==> config.mk <==
export PLATFORM = sky130hd
export DESIGN_NAME = imm_decode_stage
export DESIGN_NICKNAME = d
export VERILOG_FILES = /design/src/rtl/imm_decode_stage_pkg.sv /design/src/rtl/imm_decode_stage_field_extract.sv /design/src/rtl/imm_decode_stage.sv
export SDC_FILE = /design/constraint.sdc
export NUM_CORES = 1
export LEC_CHECK = 0
export CORE_MARGIN = 2
export CORE_UTILIZATION = 30
export CTS_CLUSTER_SIZE = 25
export DETAILED_ROUTE_END_ITERATION = 8
export PLACE_DENSITY = 0.64
export SYNTH_ARGS = -nofsm -noshare
export SYNTH_HDL_FRONTEND = slang
export SYNTH_SLANG_ARGS = --single-unit
==> constraint.sdc <==
create_clock -name clk -period 2.1 [get_ports clk]
set_clock_uncertainty 0.15 [all_clocks]
set_input_delay 0.315 -clock clk [delete_from_list [all_inputs] [get_ports clk]]
set_output_delay 0.315 -clock clk [all_outputs]
set_load 0.02 [all_outputs]
==> src/rtl/imm_decode_stage_pkg.sv <==
// Shared constants for the immediate decode stage: opcodes, funct3 codes,
// format codes, buffer occupancy states and instruction field bit ranges.
package imm_decode_stage_pkg;

  // Major opcodes (inst[6:0])
  localparam logic [6:0] OPC_OP     = 7'b0110011;
  localparam logic [6:0] OPC_OP_IMM = 7'b0010011;
  localparam logic [6:0] OPC_LOAD   = 7'b0000011;
  localparam logic [6:0] OPC_JALR   = 7'b1100111;
  localparam logic [6:0] OPC_STORE  = 7'b0100011;
  localparam logic [6:0] OPC_BRANCH = 7'b1100011;
  localparam logic [6:0] OPC_LUI    = 7'b0110111;
  localparam logic [6:0] OPC_AUIPC  = 7'b0010111;
  localparam logic [6:0] OPC_JAL    = 7'b1101111;

  // funct3 codes of the shift-immediate instructions under OP-IMM
  localparam logic [2:0] F3_SLL = 3'b001;
  localparam logic [2:0] F3_SRX = 3'b101;

  // Format code reported with each decoded entry
  typedef enum logic [2:0] {
    FMT_R    = 3'd0,
    FMT_I    = 3'd1,
    FMT_S    = 3'd2,
    FMT_B    = 3'd3,
    FMT_U    = 3'd4,
    FMT_J    = 3'd5,
    FMT_NONE = 3'd7
  } fmt_t;

  // Occupancy of the two-entry skid buffer
  typedef enum logic [1:0] {
    ST_EMPTY = 2'd0,
    ST_ONE   = 2'd1,
    ST_FULL  = 2'd2
  } occ_state_t;

  // Instruction field bit ranges
  localparam int OPC_MSB     = 6;
  localparam int OPC_LSB     = 0;
  localparam int F3_MSB      = 14;
  localparam int F3_LSB      = 12;
  localparam int SIGN_BIT    = 31;
  localparam int I_MSB       = 31;
  localparam int I_LSB       = 20;
  localparam int S_HI_MSB    = 31;
  localparam int S_HI_LSB    = 25;
  localparam int S_LO_MSB    = 11;
  localparam int S_LO_LSB    = 7;
  localparam int B_B11_BIT   = 7;
  localparam int B_MID_MSB   = 30;
  localparam int B_MID_LSB   = 25;
  localparam int B_LO_MSB    = 11;
  localparam int B_LO_LSB    = 8;
  localparam int U_MSB       = 31;
  localparam int U_LSB       = 12;
  localparam int J_HI_MSB    = 19;
  localparam int J_HI_LSB    = 12;
  localparam int J_B11_BIT   = 20;
  localparam int J_LO_MSB    = 30;
  localparam int J_LO_LSB    = 21;
  localparam int SHAMT_LSB   = 20;
  localparam int SHAMT32_MSB = 24;
  localparam int SHAMT64_MSB = 25;
  localparam int SHAMT32_W   = SHAMT32_MSB - SHAMT_LSB + 1;
  localparam int SHAMT64_W   = SHAMT64_MSB - SHAMT_LSB + 1;

endpackage

==> src/rtl/imm_decode_stage_field_extract.sv <==
// Combinational immediate extraction: classifies the opcode, builds the
// sign-extended immediate and flags unrecognised opcodes.
module imm_field_extract
  import imm_decode_stage_pkg::*;
#(
  parameter int XLEN  = 32,
  parameter int HAS_U = 1
) (
  input  logic [31:0]     inst,
  output logic [XLEN-1:0] imm,
  output logic [2:0]      fmt,
  output logic            illegal
);

  logic [6:0]  opcode;
  logic [2:0]  funct3;
  logic [31:0] imm32;
  logic        use_shamt;
  fmt_t        fmt_v;

  assign opcode = inst[OPC_MSB:OPC_LSB];
  assign funct3 = inst[F3_MSB:F3_LSB];

  // Opcode classification and 32-bit sign-extended immediate assembly
  always_comb begin
    imm32     = '0;
    use_shamt = 1'b0;
    fmt_v     = FMT_NONE;
    illegal   = 1'b1;
    case (opcode)
      OPC_OP: begin
        fmt_v   = FMT_R;
        illegal = 1'b0;
      end
      OPC_OP_IMM, OPC_LOAD, OPC_JALR: begin
        fmt_v   = FMT_I;
        illegal = 1'b0;
        imm32   = {{20{inst[SIGN_BIT]}}, inst[I_MSB:I_LSB]};
        // Shifts carry an unsigned shift amount instead of a signed value
        if (opcode == OPC_OP_IMM && (funct3 == F3_SLL || funct3 == F3_SRX)) begin
          use_shamt = 1'b1;
        end
      end
      OPC_STORE: begin
        fmt_v   = FMT_S;
        illegal = 1'b0;
        imm32   = {{20{inst[SIGN_BIT]}}, inst[S_HI_MSB:S_HI_LSB], inst[S_LO_MSB:S_LO_LSB]};
      end
      OPC_BRANCH: begin
        fmt_v   = FMT_B;
        illegal = 1'b0;
        imm32   = {{20{inst[SIGN_BIT]}}, inst[B_B11_BIT], inst[B_MID_MSB:B_MID_LSB],
                   inst[B_LO_MSB:B_LO_LSB], 1'b0};
      end
      OPC_LUI, OPC_AUIPC: begin
        // Without U support these opcodes fall through as unrecognised
        if (HAS_U != 0) begin
          fmt_v   = FMT_U;
          illegal = 1'b0;
          imm32   = {inst[U_MSB:U_LSB], 12'b0};
        end
      end
      OPC_JAL: begin
        fmt_v   = FMT_J;
        illegal = 1'b0;
        imm32   = {{12{inst[SIGN_BIT]}}, inst[J_HI_MSB:J_HI_LSB], inst[J_B11_BIT],
                   inst[J_LO_MSB:J_LO_LSB], 1'b0};
      end
      default: begin
        fmt_v   = FMT_NONE;
        illegal = 1'b1;
      end
    endcase
  end

  assign fmt = fmt_v;

  // Width adaptation: shift amount width and sign extension follow XLEN
  generate
    if (XLEN == 64) begin : g_x64
      assign imm = use_shamt ? {{(XLEN-SHAMT64_W){1'b0}}, inst[SHAMT64_MSB:SHAMT_LSB]}
                             : {{(XLEN-32){imm32[31]}}, imm32};
    end else begin : g_x32
      assign imm = use_shamt ? {{(XLEN-SHAMT32_W){1'b0}}, inst[SHAMT32_MSB:SHAMT_LSB]}
                             : imm32;
    end
  endgenerate

endmodule

==> src/rtl/imm_decode_stage.sv <==
// Immediate decode stage: decodes at the input, then buffers decoded
// entries in a two-entry skid buffer (main, skid) with registered in_ready.
module imm_decode_stage
  import imm_decode_stage_pkg::*;
#(
  parameter int XLEN  = 32,
  parameter int HAS_U = 1
) (
  input  logic            clk,
  input  logic            rst,
  input  logic            flush,
  input  logic            in_valid,
  output logic            in_ready,
  input  logic [31:0]     in_inst,
  input  logic [XLEN-1:0] in_pc,
  output logic            out_valid,
  input  logic            out_ready,
  output logic [XLEN-1:0] out_imm,
  output logic [2:0]      out_fmt,
  output logic            out_illegal,
  output logic [31:0]     out_inst,
  output logic [XLEN-1:0] out_pc
);

  logic [XLEN-1:0] dec_imm;
  logic [2:0]      dec_fmt;
  logic            dec_illegal;

  occ_state_t      state_reg;
  logic            in_ready_reg;

  logic [XLEN-1:0] main_imm_reg;
  logic [2:0]      main_fmt_reg;
  logic            main_illegal_reg;
  logic [31:0]     main_inst_reg;
  logic [XLEN-1:0] main_pc_reg;

  logic [XLEN-1:0] skid_imm_reg;
  logic [2:0]      skid_fmt_reg;
  logic            skid_illegal_reg;
  logic [31:0]     skid_inst_reg;
  logic [XLEN-1:0] skid_pc_reg;

  logic            push;
  logic            pop;

  imm_field_extract #(
    .XLEN  (XLEN),
    .HAS_U (HAS_U)
  ) u_extract (
    .inst    (in_inst),
    .imm     (dec_imm),
    .fmt     (dec_fmt),
    .illegal (dec_illegal)
  );

  assign push = in_valid && in_ready_reg;
  assign pop  = (state_reg != ST_EMPTY) && out_ready;

  // Occupancy FSM and buffer moves; reset beats flush, flush beats push/pop
  always_ff @(posedge clk) begin
    if (rst) begin
      state_reg        <= ST_EMPTY;
      in_ready_reg     <= 1'b1;
      main_imm_reg     <= '0;
      main_fmt_reg     <= FMT_NONE;
      main_illegal_reg <= 1'b0;
      main_inst_reg    <= '0;
      main_pc_reg      <= '0;
      skid_imm_reg     <= '0;
      skid_fmt_reg     <= FMT_NONE;
      skid_illegal_reg <= 1'b0;
      skid_inst_reg    <= '0;
      skid_pc_reg      <= '0;
    end else if (flush) begin
      state_reg    <= ST_EMPTY;
      in_ready_reg <= 1'b1;
    end else begin
      case (state_reg)
        ST_EMPTY: begin
          if (push) begin
            main_imm_reg     <= dec_imm;
            main_fmt_reg     <= dec_fmt;
            main_illegal_reg <= dec_illegal;
            main_inst_reg    <= in_inst;
            main_pc_reg      <= in_pc;
            state_reg        <= ST_ONE;
          end
        end
        ST_ONE: begin
          if (push && pop) begin
            // Main drains while the new entry replaces it
            main_imm_reg     <= dec_imm;
            main_fmt_reg     <= dec_fmt;
            main_illegal_reg <= dec_illegal;
            main_inst_reg    <= in_inst;
            main_pc_reg      <= in_pc;
          end else if (push) begin
            skid_imm_reg     <= dec_imm;
            skid_fmt_reg     <= dec_fmt;
            skid_illegal_reg <= dec_illegal;
            skid_inst_reg    <= in_inst;
            skid_pc_reg      <= in_pc;
            state_reg        <= ST_FULL;
            in_ready_reg     <= 1'b0;
          end else if (pop) begin
            state_reg <= ST_EMPTY;
          end
        end
        ST_FULL: begin
          if (pop) begin
            main_imm_reg     <= skid_imm_reg;
            main_fmt_reg     <= skid_fmt_reg;
            main_illegal_reg <= skid_illegal_reg;
            main_inst_reg    <= skid_inst_reg;
            main_pc_reg      <= skid_pc_reg;
            state_reg        <= ST_ONE;
            in_ready_reg     <= 1'b1;
          end
        end
        default: begin
          state_reg    <= ST_EMPTY;
          in_ready_reg <= 1'b1;
        end
      endcase
    end
  end

  assign in_ready    = in_ready_reg;
  assign out_valid   = (state_reg != ST_EMPTY);
  assign out_imm     = main_imm_reg;
  assign out_fmt     = main_fmt_reg;
  assign out_illegal = main_illegal_reg;
  assign out_inst    = main_inst_reg;
  assign out_pc      = main_pc_reg;

endmodule
==> impl_metrics.tcl, run 1 <==
set metrics [dict create \
    status "complete, no violations" \
    first_global_vias 7951 \
    critical_path_buf_inv_count 1 \
    layout_min_cycle_time_ns 2.06 \
    diodes 0 \
    die_x_um 174 \
    synth.distinct_cells 51 \
    reg2regPathDepth 8 \
    slew_viol_final 0 \
    cp.arrival_ns 1.59 \
    yosys-top-cells-area "dfxtp_1 47%, nand2_1 13%, a311oi_1 6.7%" \
    layout-drive-gt1-share_pct 12.0 \
    ys_warn_count 0 \
    ir_worst_vdd_v 0.000526 \
    syn_avg_cell_area_um2 8.14 \
    clk_pin_slew_ns 0.06 \
    cts_tree "yes" \
    critical_path_peak_fanout 2 \
    path_class "reg -> out" \
    drc 0 \
    grt_max_degree 91 \
    ctsHtreeMaxLevel 1 \
    root_buffer "clkbuf_16" \
    fin_hold_ws_ns 0.237 \
    cap_violations 0 \
    synthCells 1060 \
    hpwl_mm 17.8 \
    dr.pass1.iters 5 \
    yosysSeqAreaShare_pct 47.1 \
    rsz0062_at_grt "no" \
    r2r_end "out_inst[27]$_SDFFE_PP0P_" \
    async_reset_ff_share_pct 0 \
    worst-path-stages 1 \
    synth_top_area_share_pct 47.1 \
    vias 8432 \
    crit_family "buffers and inverters" \
    fin_setup_tns_ns 0 \
    holdPathStages 3 \
    setup_viol 0 \
    synthFlopType "dfxtp_1" \
    cts-buffers-inserted 24 \
    nNetsFinal 1308 \
    min_path_type "in -> reg" \
    fp.dieH_um 174 \
    fp.coreArea_um2 28500 \
    grtUsageTotal_pct 17.3 \
    timing.fmax_mhz 486 \
    critPathSlowestCell "clkdlybuf4s50_1" \
    worst_pin_slew_ns 0.656 \
    ctsLongestPathBuffers 3 \
    grt_overflow 0 \
    place_congestion 0.848 \
    viasPerCell 5.15 \
    grt_pass1_wl_mm 42.9 \
    pwr_density_cell_nw_per_um2 767 \
    cts_sinks 203 \
    r2r_start "state_reg[1]$_SDFFE_PP0P_" \
    synth-edff-count 0 \
    critPathLaunch "out_imm[1]$_SDFFE_PP0P_" \
    die-area_um2 30100 \
    p_leak_nw 4.13 \
    slew_headroom_pct 56.1 \
    start_kind "flop" \
    synth_area_um2 8630 \
    hold_violations 0 \
    initial_core_util_pct 30.2 \
    io_pins 171 \
    total_power_mw 9.26 \
    ys_ff_latch 203 \
    critPathCapture "out_imm[1]" \
    grt_antenna_before_repair 0 \
    drtAntennaViolNets 0 \
    port_buffers 170 \
    clk_latency_ns 0.52 \
    r2r_slack_ns 0.12 \
    yosys.area.top_type "dfxtp_1" \
    max_stage_delay_ns 0.65 \
    crit_path_cell_trace "clkdlybuf4s50_1" \
    end_kind "output pin" \
    syn_nets 1129 \
    drt_iter0_drc 563 \
    wl_per_cell_um 16.3 \
    rows 62 \
    area_delta_synth_final_pct 40.0 \
    period_share_pct 98.0 \
    wirelength_mm 26.7 \
    required_ns 1.63 \
]
worst min path at each step:
stage          slack (ns)                    startpoint                            to
5_1_grt              0.24                      in_pc[1]   skid_pc_reg[1]$_SDFFE_PP0P_
2_1_floorplan        0.24                     out_ready     state_reg[1]$_SDFFE_PP0P_
6_report             0.24                      in_pc[8]   skid_pc_reg[8]$_SDFFE_PP0P_
3_5_place_dp         0.30   skid_pc_reg[0]$_SDFFE_PP0P_   skid_pc_reg[0]$_SDFFE_PP0P_
3_3_place_gp         0.29  skid_imm_reg[7]$_SDFFE_PP0P_  skid_imm_reg[7]$_SDFFE_PP0P_
4_1_cts              0.22                      in_pc[3]   skid_pc_reg[3]$_SDFFE_PP0P_
routing by layer:
| layer | track usage (%) | share of wire, % |
|---|---|---|
| met2 | 27.0 | 44 |
| met4 | 4.90 | 2.1 |
| met1 | 24.0 | 48 |
| met3 | 3.73 | 6.9 |
| met5 | 0 | 0 |
cells in the final DEF, fill, tap and decap left out, types with 17 or more instances in the layout:
master	synthesis	layout
a21oi_1	102	102
a221oi_1	20	20
a311oi_1	66	66
buf_12	0	21
buf_4	1	63
clkbuf_16	0	25
clkdlybuf4s50_1	0	167
dfxtp_1	203	202
nand2_1	300	300
nand3b_1	20	20
nor2_1	94	93
o21ai_0	17	17
Yosys cell counts, drive strengths merged (11+ instances only):
| master | number |
|---|---|
| nand2 | 300 |
| dfxtp | 203 |
| a21oi | 102 |
| nor2 | 95 |
| clkbuf | 67 |
| a311oi | 66 |
| buf | 35 |
| a221oi | 30 |
| nand3b | 20 |
| o21ai | 17 |
| a211oi | 12 |
| a22oi | 12 |
| nand4 | 12 |
| o22ai | 11 |
kinds of logic after synthesis:
logic type / share of synthesized area, %
xor gates and xnor gates: 0.102
and+or+nand+nor: 23.4
DFF: 47.1
buffers and inverters: 5.35
AOI/OAI and AO/OA: 23.8
muxes: 0.246
worst register-to-register path: stages, from the launching register on:
cell and delay (ns):
dfxtp_1 0.35, nand3b_1 0.17, buf_4 0.17, o31ai_4 0.23, buf_4 0.19, buf_12 0.16, buf_12 0.17, nor2_1 0.06
a311oi_1 0.24
power breakdown:
| group | leakage (nW) | internal, mW | switching (mW) |
|---|---|---|---|
| clock network | 0.381 | 2.44 | 1.61 |
| logic | 2.09 | 0.542 | 0.616 |
| registers | 1.65 | 3.98 | 0.0746 |
| total | 4.13 | 6.96 | 2.30 |
area by class of cell:
type / count / area [um2]
flip-flops and latches: 203 / 4070
clock inverters: 2 / 10.0
well taps: 384 / 480
clock buffers: 39 / 758
multi-input cells: 751 / 4140
inverters: 4 / 15.0
repair buffers: 255 / 2610
fillers: 2852 / 16500
repair_timing:
action,CTS,global route
resized for setup,3,2
endpoints found under the hold margin,11,0
hold buffers,1,0
setup buffers,0,1
pin swaps,0,2
endpoints found under the setup margin,1,4
stage by stage:
| stage | util, % | cells | setup WS [ns] | cell area (um2) |
|---|---|---|---|---|
| final | 42.3 | 1638 | 0.0421 | 12100 |
| after global routing | 42.3 | 1638 | 0.00816 | 12100 |
| after global placement | 39.5 | 1595 | -0.396 | 11300 |
| after floorplan | - | 1060 | 0.0426 | 8630 |
| after detailed placement | 39.5 | 1595 | -0.434 | 11300 |
| after CTS | 42.3 | 1637 | 0.0115 | 12100 |
Note: power is estimated with default switching activity, not from simulation.
==> inputs of run 2 (changes only) <==
--- a/config.mk
+++ b/config.mk
@@ -5,11 +5,13 @@
 export SDC_FILE = /design/constraint.sdc
 export NUM_CORES = 1
 export LEC_CHECK = 0
+export CELL_PAD_IN_SITES_DETAIL_PLACEMENT = 1
+export CELL_PAD_IN_SITES_GLOBAL_PLACEMENT = 1
 export CORE_MARGIN = 2
-export CORE_UTILIZATION = 30
+export CORE_UTILIZATION = 34
 export CTS_CLUSTER_SIZE = 25
 export DETAILED_ROUTE_END_ITERATION = 8
-export PLACE_DENSITY = 0.64
+export PLACE_DENSITY = 0.86
 export SYNTH_ARGS = -nofsm -noshare
 export SYNTH_HDL_FRONTEND = slang
 export SYNTH_SLANG_ARGS = --single-unit
==> run 2 against run 1 <==
Against the previous run:
- power up 0.61%
- clock-buffer cell count decreased by 5
- fmax is 0.30% higher
- critical path depth increased by 8
- largest cell class unchanged
- critical path type is now in -> reg
- utilization up 5.9 points
- clock power about the same
- sequential cell count did not move
- non-clock buffer count grew 1
- cell count decreased by 3.2%
- sequential power is essentially flat
==> impl_metrics.tcl, run 2 (synthesis results as in run 1) <==
set metrics [dict create \
    grt_max_degree 85 \
    path_class "in -> reg" \
    min_from "rst" \
    layout_min_cycle_time_ns 2.05 \
    holdPathStages 3 \
    wl_per_cell_um 19.7 \
    reg2regPathDepth 5 \
    grtUsageTotal_pct 22.6 \
    seq_area_um2 4060 \
    fp.dieH_um 163 \
    area_delta_synth_final_pct 39.8 \
    viasPerCell 5.51 \
    fillers 2909 \
    first_global_vias 8959 \
    die_x_um 163 \
    pwr_density_cell_nw_per_um2 772 \
    r2r_start "state_reg[0]$_SDFFE_PP0P_" \
    cts-buffers-inserted 24 \
    grt_antenna_before_repair 0 \
    status "complete, no violations" \
    grt_overflow 0 \
    r2r_slack_ns 0.10 \
    min_path_type "in -> reg" \
    wirelength_mm 31.2 \
    r2r_end "out_imm[10]$_SDFFE_PP0P_" \
    root_buffer "clkbuf_16" \
    p_leak_nw 4.15 \
    dr.pass1.iters 5 \
    total_power_mw 9.32 \
    critical_path_peak_fanout 19 \
    cp.arrival_ns 2.29 \
    ir_worst_vdd_v 0.000501 \
    hold_violations 0 \
    timing.fmax_mhz 487 \
    clk_latency_ns 0.51 \
    port_buffers 170 \
    start_kind "primary input" \
    initial_core_util_pct 34.5 \
    layout-drive-gt1-share_pct 12.2 \
    period_share_pct 97.7 \
    placed_area_um2 11300 \
    ctsHtreeMaxLevel 1 \
    cts_tree "yes" \
    required_ns 2.34 \
    cts_hold_buf 0 \
    worst_pin_slew_ns 0.521 \
    grt_pass1_wl_mm 48.5 \
    cap_violations 0 \
    hold_end "skid_inst_reg[29]$_SDFFE_PP0P_" \
    drtAntennaViolNets 0 \
    place_ws_ns -0.394 \
    nNetsFinal 1309 \
    rows 58 \
    place_congestion 0.886 \
    final_cell_mix "300 x nand2_1, 203 x dfxtp_1, 168 x clkdlybuf4s50_1" \
    diodes 0 \
    hpwl_mm 21.1 \
    final_common_cell "nand2_1" \
    slew_viol_final 0 \
    fin_ws_ns 0.0482 \
    vias 8745 \
    slew_headroom_pct 65.2 \
    drt_iter0_drc 747 \
    multi_input_area_um2 4140 \
    cts_sinks 203 \
    setup_viol 0 \
    fin_area_um2 12100 \
    fp.coreArea_um2 25000 \
    io_pins 171 \
    ctsLongestPathBuffers 3 \
    die-area_um2 26700 \
    final_util_pct 48.2 \
    clk_pin_slew_ns 0.06 \
    end_kind "flop" \
    drc 0 \
]
-- run 2: where the power goes --
group	internal, mW	switching, mW
registers	3.98	0.0737
clock network	2.43	1.63
logic	0.542	0.661
-- run 2: how the worst max path moves through the flow --
stage / start / endpoint / slack (ns) / depth (start not counted)
finish: in_inst[4] / skid_imm_reg[23]$_SDFFE_PP0P_ / 0.05 / 9
global route: in_inst[4] / skid_imm_reg[23]$_SDFFE_PP0P_ / -0.02 / 9
CTS: state_reg[0]$_SDFFE_PP0P_ / out_valid / 0.005 / 3
detailed placement: in_inst[6] / skid_imm_reg[23]$_SDFFE_PP0P_ / -0.39 / 7
floorplan: in_inst[3] / out_imm[20]$_SDFFE_PP0P_ / 0.04 / 7
global placement: in_inst[6] / skid_imm_reg[24]$_SDFFE_PP0P_ / -0.32 / 7
-- run 2: cell type report --
class,instances,area share [%]
clock buffer,34,5.80
clock inverter,8,0.539
inverter,4,0.124
multi-input combinational,751,34.3
sequential,203,33.7
tap,330,3.42
timing repair buffer,256,22.1
-- run 2: worst max-delay path, stage by stage --
cell and delay, ns:
clkdlybuf4s50_1 0.51, buf_4 0.15, buf_4 0.16, nand3b_1 0.16, nor2_2 0.20, buf_12 0.17
o211ai_4 0.10, buf_12 0.18, a221oi_1 0.34
-- run 2: repair_timing --
action                                 in CTS  in global routing
setup endpoints to repair                   1                  2
pin swaps                                   0                  1
setup buffers                               0                  1
gates resized for setup                     2                  1
endpoints found under the hold margin       0                  0
-- run 2: per-layer routing --
| metal | GRT usage (%) | wire length, um | share of wire, % | vias to the layer above |
|---|---|---|---|---|
| li1 | - | - | - | 4120 |
| met1 | 29.0 | 13400 | 43 | 4337 |
| met2 | 39.4 | 15500 | 50 | 236 |
| met3 | 2.72 | 1440 | 4.6 | 52 |
| met4 | 7.44 | 889 | 2.9 | 0 |
| met5 | 0 | 0 | 0 | - |
-- run 2: metrics by stage --
step	TNS [ns]	hold slack, ns	std cells
after floorplan	0	0.244	1060
after global placement	-30.77	0.291	1543
after CTS	0	0.160	1585
after detailed placement	-40.20	0.297	1543
final	0	0.157	1586
after global routing	-0.0205	0.185	1586
